===== config.mk =====
export PLATFORM = sky130hd
export DESIGN_NAME = dummy_scan_scheduler
export DESIGN_NICKNAME = d
export VERILOG_FILES = /design/src/rtl/dummy_sched_pkg.sv /design/src/rtl/dummy_period_timer.sv /design/src/rtl/dummy_scan_scheduler.sv
export SDC_FILE = /design/constraint.sdc
export NUM_CORES = 1
export LEC_CHECK = 0
export CORE_UTILIZATION = 56
export DETAILED_ROUTE_END_ITERATION = 8
export GPL_ROUTABILITY_DRIVEN = 0
export PLACE_DENSITY = 0.76
export SYNTH_ARGS = -nofsm -noshare
export SYNTH_HDL_FRONTEND = slang
export SYNTH_SLANG_ARGS = --single-unit

===== constraint.sdc =====
create_clock -name clk -period 4.15 [get_ports clk]
set_input_delay 0.415 -clock clk [delete_from_list [all_inputs] [get_ports clk]]
set_output_delay 0.415 -clock clk [all_outputs]
set_load 0.01 [all_outputs]

===== src/rtl/dummy_sched_pkg.sv =====
// Shared types and widths for the dummy scan scheduler slice.
// Latency: n/a (types and constants only).
// Backpressure: n/a.
package dummy_sched_pkg;

    localparam int PERIOD_W = 16;
    localparam int CNT_W    = 16;

    typedef enum logic [2:0] {
        IDLE = 3'd0,
        TRIG = 3'd1,
        WAIT = 3'd2,
        COOL = 3'd3,
        READ = 3'd4
    } sched_state_t;

endpackage


===== src/rtl/dummy_period_timer.sv =====
// Periodic dummy-scan timer: prescaler, period counter and overrun detection.
// Latency: tick_expire is decoded from registered counters in the cycle the period wraps.
// Backpressure: none; the timer free-runs while enabled and reports overrun_evt if the previous expiry is still pending.
module dummy_period_timer
    import dummy_sched_pkg::*;
#(
    parameter int PRESCALE = 1000
) (
    input  logic                clk,
    input  logic                rst,
    input  logic                sched_enable,
    input  logic [PERIOD_W-1:0] dummy_period,
    input  logic                per_pend,
    output logic                tick_expire,
    output logic                overrun_evt
);

    localparam int PRE_W = (PRESCALE > 1) ? $clog2(PRESCALE) : 1;

    logic [PRE_W-1:0]    pre_cnt;
    logic [PERIOD_W-1:0] per_cnt;
    logic [PERIOD_W:0]   per_next;
    logic                run;
    logic                tick;

    // A zero period disables the source just like sched_enable=0.
    assign run      = sched_enable && (dummy_period != '0);
    assign tick     = run && (pre_cnt == PRE_W'(PRESCALE - 1));
    // Compare with >= so a period shortened below the current count still expires.
    assign per_next = {1'b0, per_cnt} + (PERIOD_W + 1)'(1);
    assign tick_expire = tick && (per_next >= {1'b0, dummy_period});
    assign overrun_evt = tick_expire && per_pend;

    // Prescaler and period counter; both held at zero while disabled.
    always_ff @(posedge clk) begin
        if (rst || !run) begin
            pre_cnt <= '0;
            per_cnt <= '0;
        end else if (tick) begin
            pre_cnt <= '0;
            per_cnt <= tick_expire ? '0 : per_cnt + PERIOD_W'(1);
        end else begin
            pre_cnt <= pre_cnt + PRE_W'(1);
        end
    end

endmodule


===== src/rtl/dummy_scan_scheduler.sv =====
// Arbitrates panel row-drive time between dummy scans (timer/manual) and readout frames.
// Latency: manual_req in cycle N -> dummy_trigger in cycle N+2; readout_grant one cycle after the IDLE decision.
// Backpressure: readout wins until MAX_DEFER grants pass with a dummy scan pending; requests during a scan are latched.
module dummy_scan_scheduler
    import dummy_sched_pkg::*;
#(
    parameter int PRESCALE  = 1000,
    parameter int GUARD     = 8,
    parameter int MAX_DEFER = 4,
    parameter int TIMEOUT   = 100000
) (
    input  logic                clk,
    input  logic                rst,
    input  logic                sched_enable,
    input  logic [PERIOD_W-1:0] dummy_period,
    input  logic                manual_req,
    input  logic                err_clear,
    input  logic                readout_req,
    input  logic                readout_done,
    input  logic                dummy_complete,
    output logic                dummy_trigger,
    output logic                readout_grant,
    output logic                dummy_busy,
    output logic [CNT_W-1:0]    scan_count,
    output logic                timeout_err,
    output logic                overrun
);

    localparam int DEF_W = $clog2(MAX_DEFER + 1);
    localparam int TMO_W = $clog2(TIMEOUT);
    localparam int GRD_W = (GUARD > 1) ? $clog2(GUARD) : 1;

    sched_state_t     state;
    logic             per_pend;
    logic             man_pend;
    logic             dummy_pend;
    logic [DEF_W-1:0] defer_cnt;
    logic [TMO_W-1:0] tmo_cnt;
    logic [GRD_W-1:0] cool_cnt;
    logic             tick_expire;
    logic             overrun_evt;
    logic             defer_full;
    logic             timeout_evt;

    dummy_period_timer #(
        .PRESCALE (PRESCALE)
    ) u_timer (
        .clk          (clk),
        .rst          (rst),
        .sched_enable (sched_enable),
        .dummy_period (dummy_period),
        .per_pend     (per_pend),
        .tick_expire  (tick_expire),
        .overrun_evt  (overrun_evt)
    );

    assign dummy_pend = per_pend | man_pend;
    assign defer_full = (defer_cnt == DEF_W'(MAX_DEFER));
    // WAIT is entered with tmo_cnt=0; the error lands when the count becomes
    // TIMEOUT-1, i.e. exactly TIMEOUT cycles after the trigger pulse.
    assign timeout_evt = (state == WAIT) && !dummy_complete &&
                         (tmo_cnt == TMO_W'(TIMEOUT - 2));

    // Pending flags: a new request in the TRIG cycle survives the clear.
    always_ff @(posedge clk) begin
        if (rst) begin
            per_pend <= 1'b0;
            man_pend <= 1'b0;
        end else begin
            per_pend <= tick_expire | (per_pend & (state != TRIG));
            man_pend <= manual_req  | (man_pend & (state != TRIG));
        end
    end

    // Sticky error flags; a set in the same cycle as err_clear wins.
    always_ff @(posedge clk) begin
        if (rst) begin
            timeout_err <= 1'b0;
            overrun     <= 1'b0;
        end else begin
            timeout_err <= timeout_evt | (timeout_err & !err_clear);
            overrun     <= overrun_evt | (overrun & !err_clear);
        end
    end

    // Scheduler FSM with registered trigger, grant, busy and scan counter.
    always_ff @(posedge clk) begin
        if (rst) begin
            state         <= IDLE;
            defer_cnt     <= '0;
            tmo_cnt       <= '0;
            cool_cnt      <= '0;
            dummy_trigger <= 1'b0;
            readout_grant <= 1'b0;
            dummy_busy    <= 1'b0;
            scan_count    <= '0;
        end else begin
            dummy_trigger <= 1'b0;
            case (state)
                IDLE: begin
                    if (readout_req && !(dummy_pend && defer_full)) begin
                        state         <= READ;
                        readout_grant <= 1'b1;
                        if (dummy_pend) begin
                            defer_cnt <= defer_cnt + DEF_W'(1);
                        end
                    end else if (dummy_pend) begin
                        state         <= TRIG;
                        dummy_trigger <= 1'b1;
                        dummy_busy    <= 1'b1;
                    end
                end
                TRIG: begin
                    // One scan services both sources, so the defer budget restarts.
                    state     <= WAIT;
                    tmo_cnt   <= '0;
                    defer_cnt <= '0;
                end
                WAIT: begin
                    if (dummy_complete) begin
                        state      <= COOL;
                        cool_cnt   <= '0;
                        scan_count <= scan_count + CNT_W'(1);
                    end else if (timeout_evt) begin
                        state      <= IDLE;
                        dummy_busy <= 1'b0;
                    end else begin
                        tmo_cnt <= tmo_cnt + TMO_W'(1);
                    end
                end
                COOL: begin
                    if (cool_cnt == GRD_W'(GUARD - 1)) begin
                        state      <= IDLE;
                        dummy_busy <= 1'b0;
                    end else begin
                        cool_cnt <= cool_cnt + GRD_W'(1);
                    end
                end
                READ: begin
                    // Only readout_done ends a frame; dropping readout_req does not.
                    if (readout_done) begin
                        state         <= IDLE;
                        readout_grant <= 1'b0;
                    end
                end
                default: begin
                    state         <= IDLE;
                    readout_grant <= 1'b0;
                    dummy_busy    <= 1'b0;
                end
            endcase
        end
    end

endmodule


==> results of run 1 <==
-- metal layers --
metal	vias up	global-route usage (%)	wire length (um)
met5	-	0	0
met4	0	9.09	164
met3	14	5.75	334
met2	71	40.6	4150
met1	1591	28.9	3880
li1	1794	-	-
-- registers in the layout, summed over array words and instances, names as in the netlist --
signal and flops:
defer_cnt 3, dummy_busy 1, overrun 1, man_pend 1, scan_count 16, timeout_err 1, state 3, readout_grant 1
u_timer.per_cnt 16, u_timer.pre_cnt 10, dummy_trigger 1, tmo_cnt 17, cool_cnt 3, per_pend 1
-- worst max-delay path: stages (launching register included) --
cell                       delay [ns]
sky130_fd_sc_hd__dfxtp_1         0.41
sky130_fd_sc_hd__ha_1            0.28
sky130_fd_sc_hd__and3_1          0.28
sky130_fd_sc_hd__nand2_1         0.09
sky130_fd_sc_hd__and2_1          0.17
sky130_fd_sc_hd__or2_2           0.30
sky130_fd_sc_hd__ha_1            0.31
sky130_fd_sc_hd__nand4_1         0.14
sky130_fd_sc_hd__nor3_1          0.08
sky130_fd_sc_hd__a221oi_1        0.29
sky130_fd_sc_hd__o21ai_1         0.15
sky130_fd_sc_hd__nor2_2          0.63
sky130_fd_sc_hd__o21ai_0         0.23
sky130_fd_sc_hd__a21oi_1         0.19
-- cells in the final DEF, fill, tap and decap left out, types with 3 or more instances in the layout --
cell type	count
sky130_fd_sc_hd__nor3_1	11
sky130_fd_sc_hd__nand4_1	9
sky130_fd_sc_hd__a21oi_1	31
sky130_fd_sc_hd__dfxtp_1	75
sky130_fd_sc_hd__xor2_1	29
sky130_fd_sc_hd__nand2_1	51
sky130_fd_sc_hd__nor2b_1	3
sky130_fd_sc_hd__o21ai_0	12
sky130_fd_sc_hd__nor2_2	3
sky130_fd_sc_hd__nand2b_1	8
sky130_fd_sc_hd__and2_1	8
sky130_fd_sc_hd__ha_1	25
sky130_fd_sc_hd__nand3_1	38
sky130_fd_sc_hd__clkbuf_8	10
sky130_fd_sc_hd__nor4_1	6
sky130_fd_sc_hd__a31oi_1	6
sky130_fd_sc_hd__xnor2_1	22
sky130_fd_sc_hd__inv_1	23
sky130_fd_sc_hd__nor2_1	65
sky130_fd_sc_hd__and3_1	13
sky130_fd_sc_hd__and4_1	3
sky130_fd_sc_hd__clkdlybuf4s50_1	44
sky130_fd_sc_hd__nor3_2	3
-- power groups by stage --
stage	logic [mW]	registers [mW]	clock network, mW
after global placement	0.128	0.765	0
after CTS	0.132	0.749	0.621
final	0.132	0.749	0.607
after global routing	0.148	0.752	0.648
after detailed placement	0.131	0.766	0
after floorplan	0.0875	0.760	0
-- area by class of cell --
class / instances / area, um2 / share of cell area, %
multi-input cells: 387 / 2440 / 50.7
flip-flops and latches: 75 / 1500 / 31.2
repair buffers: 45 / 448 / 9.31
clock buffers: 10 / 138 / 2.86
well taps: 96 / 120 / 2.50
inverters: 23 / 86.3 / 1.79
clock inverters: 5 / 77.6 / 1.61
-- worst paths after layout --
kind / slack (ns) / end / cells past startpoint
worst min register to register: 0.45 / u_timer.pre_cnt[0]$_SDFF_PP0_ / 1
worst max-delay path: 0.51 / u_timer.per_cnt[2]$_SDFFE_PP0P_ / 13
worst max register to register: 0.51 / u_timer.per_cnt[2]$_SDFFE_PP0P_ / 13
worst min-delay path: 0.45 / u_timer.pre_cnt[0]$_SDFF_PP0_ / 1
-- timing repair --
item                                   CTS  global route
setup endpoints to repair                0            17
endpoints found under the hold margin    0             0
gates resized for setup                  0             1
hold buffers                             0             0
-- cells by family after synthesis --
group           Yosys count
simple gates            244
flops                    75
compound gates           65
xor+xnor                 51
buf+inv                  45
fa+ha+maj                25
mux                       2
==> impl_summary.log, run 1 <==
INFO  metric netlist_instances = between 500 and 600
INFO  metric wl_per_cell = 13.3 um
INFO  metric power_frac_seq = about half
INFO  metric clock-sinks = 75
INFO  metric avgSynthCellArea = 8.14 um2
INFO  metric netSwitchingFraction = between 20% and 30%
INFO  metric timing.final.crit_period = around 3.6 ns
INFO  metric rsz0062_at_grt = false
INFO  metric post-layout-total-power = between 1 and 1.5 mW
INFO  metric clk_root_buffer_cell = sky130_fd_sc_hd__clkbuf_8
INFO  metric firstDrtPassIters = 5
INFO  metric hold_path_class = reg2reg
INFO  metric crit_arrival = about 3.9 ns
INFO  metric first_global_vias = between 3k and 4k
INFO  metric relative_max_transition_margin = about a third
INFO  metric ir_drop = about 0.18 mV
INFO  metric place_hpwl = 6.11 mm
INFO  metric synth.area.top_cells = sky130_fd_sc_hd__dfxtp_1, sky130_fd_sc_hd__ha_1, sky130_fd_sc_hd__xor2_1, sky130_fd_sc_hd__nor2_1, sky130_fd_sc_hd__xnor2_1
INFO  metric synth.largest_area_cell = sky130_fd_sc_hd__dfxtp_1
INFO  metric worst_r2r_startpoint = u_timer.per_cnt[0]$_SDFFE_PP0P_
INFO  metric netSwitchingPower = about 350 uW
INFO  metric grt_antenna_before_repair = 0
INFO  metric synthArstFlopShare = 0%
INFO  metric power_density = around 310 nW/um2
INFO  metric worst-endpoint-required = between 4 and 5 ns
INFO  metric synth_edf_count = 0
INFO  metric final_net_count = 590
INFO  metric run_status = finished, final reports clean
INFO  metric hold_ws = roughly 0.45 ns
INFO  metric cts.htree.levels = 3
INFO  metric yosys_register_bits = between 70 and 80
INFO  metric synth_fp_nets = approximately 560
INFO  metric fin_skew = roughly 0.0074 ns
INFO  metric rows = 30
INFO  metric timing_max_transition_violations_final = 0
INFO  metric drt.antenna.violating_nets = 0
INFO  metric drive_gt1_share = 6.61%
INFO  metric final_critical_path_setup_slack = roughly 0.51 ns
INFO  metric clock_path_buffers = 2
INFO  metric power.combinational.fraction = 8.9%
INFO  metric final-setup-viol-count = 0
INFO  metric fraction_of_the_mapped_netlist_area_in_compound_gates = about a tenth
INFO  metric die_w = approximately 88 um
INFO  metric power.static_leakage = ~1.8 nW
INFO  metric routed_via_density = 5.41
INFO  metric tightest_slew = just over 1 ns
INFO  metric intPower = approximately 1.1 mW
INFO  metric ys_dominant_reg_cell = sky130_fd_sc_hd__dfxtp_1
INFO  metric path_max_fanout = 20
INFO  metric grt_first_pass_wirelength = approximately 14 mm
INFO  metric design.die.area = 7720 um2
INFO  metric cts-buffers-inserted = 9
INFO  metric final_cell_area = between 4000 and 5000 um2
INFO  metric post_synth_most_frequent_cells = sky130_fd_sc_hd__dfxtp_1, sky130_fd_sc_hd__nor2_1, sky130_fd_sc_hd__nand2_1
INFO  metric fp.coreArea = between 6000 and 7000 um2
INFO  metric worstSetupPathType = reg2reg
INFO  metric hold_path.startpoint = u_timer.pre_cnt[0]$_SDFF_PP0_
INFO  metric finalCritPeriodShare = just under 90%
INFO  metric fin_tns_setup = 0 ns
INFO  metric tritoncts = done
INFO  metric filler_cell_count = between 500 and 600
INFO  metric power.clock.fraction = 40.8%
INFO  metric number_of_endpoints_with_negative_hold_slack_in_the_final_report = 0
INFO  metric boundary_pins = 45
INFO  metric antenna_cells_inserted = 0
INFO  metric synthDistinctLibCells = 53
INFO  metric dp_cells = roughly 630
INFO  metric finalCoreUtilization = between 60% and 70%
INFO  metric worst_setup_slack_after_placement = around 0.26 ns
INFO  metric worstSetupStartpoint = u_timer.per_cnt[0]$_SDFFE_PP0P_
INFO  metric instances_no_fill = around 640
INFO  metric yosys.area_share.simple = approximately 30%
INFO  metric detailed_place.area = around 4600 um2
INFO  metric seq_area_frac_synth = about 36%
INFO  metric crit_path_start_kind = flip-flop
INFO  metric grt.total_usage = 23.8%
INFO  metric yosys.area_share.adder = approximately 7.6%
INFO  metric netlist_area = 4130 um2
INFO  metric synth-xor-area-share = between 10% and 20%
INFO  metric grt_max_degree = 36
INFO  metric die_height = roughly 88 um
INFO  metric synthToLayoutAreaGrowth = 16.6%
INFO  metric first_iter_violations = ~130
INFO  metric synthMostInstantiatedCell = sky130_fd_sc_hd__dfxtp_1
INFO  metric buffer_ports.inserted = between 40 and 50
INFO  metric drv_cap = 0
INFO  metric yosys-mux-area-fraction = less than 1%
INFO  metric effective_utilization_at_floorplan = between 50% and 60%
INFO  metric yosysTopAreaCellShare = 36.4%
INFO  metric synth-warning-count = 0
INFO  metric finalWirelength = roughly 8.5 mm
INFO  metric synth_top_family_by_area = simple AND/OR/NAND/NOR gates
INFO  metric clk_transition_reported_paths = about 0.080 ns
INFO  metric vias = between 3k and 4k
INFO  metric worst_skew_pair.late_latency = approximately 0.34 ns
INFO  metric route.detailed.drc = 0
INFO  metric cp-end-kind = flip-flop
INFO  metric cts_setup_buffers = 0
INFO  metric fmaxAchievable = ~270 MHz
INFO  metric globalRouteOverflowTotal = 0
(Power assumes the default switching activity.)
==> inputs of run 2 (changes only) <==
- TNS_END_PERCENT: unset -> 30
==> results of run 2 <==
Same layout as run 1: the final DEF is identical, and so are final timing and power.
==> inputs of run 3 (changes only) <==
==> constraint.sdc (replaced) <==
create_clock -name clk -period 4.15 [get_ports clk]
set_input_delay 1.0375 -clock clk [delete_from_list [all_inputs] [get_ports clk]]
set_output_delay 1.0375 -clock clk [all_outputs]
set_load 0.01 [all_outputs]
==> run 3 against run 2 <==
- global-route usage shrank 0.47 points
- highest routed layer unchanged
- non-clock buffer count rose by 2
- utilization rose by 0.23 points
- fmax rose by 2.0%
- total power up 0.55%
==> impl_summary.log, run 3 (same netlist as run 1, synthesis figures left out) <==
INFO  metric critical_path_cell_count = 13
INFO  metric fp.coreArea = ~7000 um2
INFO  metric flip_flop_count_of_the_largest_register_all_copies_and_words_added = 17
INFO  metric tightest_slew = between 0.7 and 0.8 ns
INFO  metric hold_path_class = reg2reg
INFO  metric place_hpwl = around 6.1 mm
INFO  metric path_cells = ha_1, and3_1, nand3_1, nor2_1, xor2_1, ha_1, a21oi_1, nor2_1, a211oi_1, o21ai_0, nor2_2, o21ai_0, a21oi_1
INFO  metric grt_first_pass_wirelength = approximately 14 mm
INFO  metric wl_met1 = just under 4 mm
INFO  metric number_of_endpoints_with_negative_hold_slack_in_the_final_report = 0
INFO  metric routed_via_density = around 5.4
INFO  metric clk_transition_reported_paths = approximately 0.07 ns
INFO  metric cts-buffers-inserted = 9
INFO  metric rows = 30
INFO  metric drive_gt1_share = 6.93%
INFO  metric globalRouteOverflowTotal = 0
INFO  metric drv_cap = 0
INFO  metric boundary_pins = 45
INFO  metric fin_skew = roughly 0.016 ns
INFO  metric largest_registers = tmo_cnt (17), scan_count (16), u_timer.per_cnt (16)
INFO  metric die_height = 87.9 um
INFO  metric timing.final.crit_period = 3.57 ns
INFO  metric critPathBufInv = 0
INFO  metric ir_drop = roughly 0.22 mV
INFO  metric clock_path_buffers = 2
INFO  metric timing.reg2reg.worst_path_depth = 13
INFO  metric vias = 3498
INFO  metric holdPathStages = 1
INFO  metric crit_arrival = 3.85 ns
INFO  metric first_global_vias = between 3k and 4k
INFO  metric route.detailed.drc = 0
INFO  metric maximum_single_stage_delay_on_the_critical_path = roughly 0.65 ns
INFO  metric layout.cells.most_common = sky130_fd_sc_hd__dfxtp_1
INFO  metric fin_tns_setup = 0 ns
INFO  metric final_net_count = between 500 and 600
INFO  metric first_iter_violations = 160
INFO  metric buffer_ports.inserted = between 40 and 50
INFO  metric design.die.area = between 7000 and 8000 um2
INFO  metric firstDrtPassIters = 4
INFO  metric fmaxAchievable = between 200 and 300 MHz
INFO  metric drt.antenna.violating_nets = 0
INFO  metric antenna_cells_inserted = 0
INFO  metric relative_max_transition_margin = approximately 48%
INFO  metric path_max_fanout = 20
INFO  metric instances_no_fill = between 600 and 700
INFO  metric crit_slowest_cell = sky130_fd_sc_hd__nor2_2
INFO  metric final-setup-viol-count = 0
INFO  metric critical_path.top_delay_family = simple AND/OR/NAND/NOR gates
INFO  metric cts.htree.levels = 3
INFO  metric dp_cells = 628
INFO  metric dr_wl_met3 = 288 um
INFO  metric timing_max_transition_violations_final = 0
INFO  metric effective_utilization_at_floorplan = between 50% and 60%
INFO  metric rsz0062_at_grt = false
INFO  metric grt.total_usage = approximately a quarter
INFO  metric wl_met2 = between 4 and 5 mm
INFO  metric mostFrequentLayoutCells = sky130_fd_sc_hd__dfxtp_1, sky130_fd_sc_hd__nor2_1, sky130_fd_sc_hd__nand2_1
INFO  metric synthToLayoutAreaGrowth = 17.0%
INFO  metric wl_per_cell = roughly 13 um
INFO  metric crit_path_start_kind = flip-flop
INFO  metric worst-endpoint-required = about 4.4 ns
INFO  metric clock-sinks = 75
INFO  metric clk_root_buffer_cell = sky130_fd_sc_hd__clkbuf_8
INFO  metric run_status = finished, final reports clean
INFO  metric die_w = around 90 um
INFO  metric tritoncts = done
INFO  metric finalWirelength = ~8.4 mm
INFO  metric finalCritPeriodShare = between 80% and 90%
INFO  metric power.static_leakage = approximately 1.8 nW
INFO  metric cts_setup_buffers = 0
INFO  metric worst_r2r_startpoint = u_timer.per_cnt[0]$_SDFFE_PP0P_
INFO  metric hold_path.startpoint = u_timer.pre_cnt[0]$_SDFF_PP0_
INFO  metric top_register = tmo_cnt
INFO  metric cp-end-kind = flip-flop
INFO  metric worstSetupStartpoint = u_timer.per_cnt[0]$_SDFFE_PP0P_
INFO  metric power_density = just over 300 nW/um2
INFO  metric worstSetupPathType = reg2reg
INFO  metric grt_antenna_before_repair = 0
INFO  metric grt_max_degree = 35
INFO  metric worst_skew_pair.late_latency = approximately 0.35 ns
INFO  metric top_layer_used = met4
-- run 3: cell types whose count changed in the layout (fill, tap and decap cells not counted), sizes merged --
cell      change
clkinv        -1
buf           +2
inv           +1
clkinvlp      +1
-- run 3: power breakdown --
group          internal (mW)  switching (mW)  total, mW
Clock                  0.340           0.276      0.616
Combinational         0.0620          0.0703      0.132
Sequential             0.732          0.0171      0.749
-- run 3: worst paths after layout --
check                                     to  slack [ns]
min            u_timer.pre_cnt[0]$_SDFF_PP0_        0.45
max          u_timer.per_cnt[4]$_SDFFE_PP0P_        0.58
max reg2reg  u_timer.per_cnt[4]$_SDFFE_PP0P_        0.58
min reg2reg    u_timer.pre_cnt[0]$_SDFF_PP0_        0.45
-- run 3: stage by stage --
step	cell area (um2)	total power [mW]	hold slack (ns)	worst slack (ns)	utilization [%]
after floorplan	4130	0.848	0.413	1.37	-
after global placement	4610	0.894	0.425	0.230	66.4
after detailed placement	4610	0.897	0.438	0.0816	66.4
after CTS	4830	1.51	0.451	0.256	69.5
after global routing	4830	1.56	0.475	0.238	69.5
final	4830	1.50	0.451	0.578	69.5
-- run 3: layout make-up --
type | instances | area [um2]
sequential | 75 | 1500
tap | 96 | 120
multi-input combinational | 387 | 2440
clock inverter | 6 | 88.8
fill | 563 | 2110
inverter | 23 | 86.3
clock buffer | 10 | 128
timing repair buffer | 47 | 463
-- run 3: timing repair --
action / in CTS / in global routing
hold buffers: 0 / 0
resized for setup: 0 / 1
endpoints found under the setup margin: 0 / 16
-- run 3: worst register-to-register path: stages, from the launching register on --
cell                       delay (ns)
sky130_fd_sc_hd__dfxtp_1         0.44
sky130_fd_sc_hd__ha_1            0.28
sky130_fd_sc_hd__and3_1          0.28
sky130_fd_sc_hd__nand3_1         0.19
sky130_fd_sc_hd__nor2_1          0.18
sky130_fd_sc_hd__xor2_1          0.21
sky130_fd_sc_hd__ha_1            0.27
sky130_fd_sc_hd__a21oi_1         0.13
sky130_fd_sc_hd__nor2_1          0.06
sky130_fd_sc_hd__a211oi_1        0.27
sky130_fd_sc_hd__o21ai_0         0.17
sky130_fd_sc_hd__nor2_2          0.65
sky130_fd_sc_hd__o21ai_0         0.21
sky130_fd_sc_hd__a21oi_1         0.17
-- run 3: layer usage --
metal | vias up | track usage [%]
met1 | 1622 | 28.2
met5 | - | 0
met3 | 7 | 5.37
met2 | 66 | 41.1
li1 | 1803 | -
met4 | 0 | 7.00
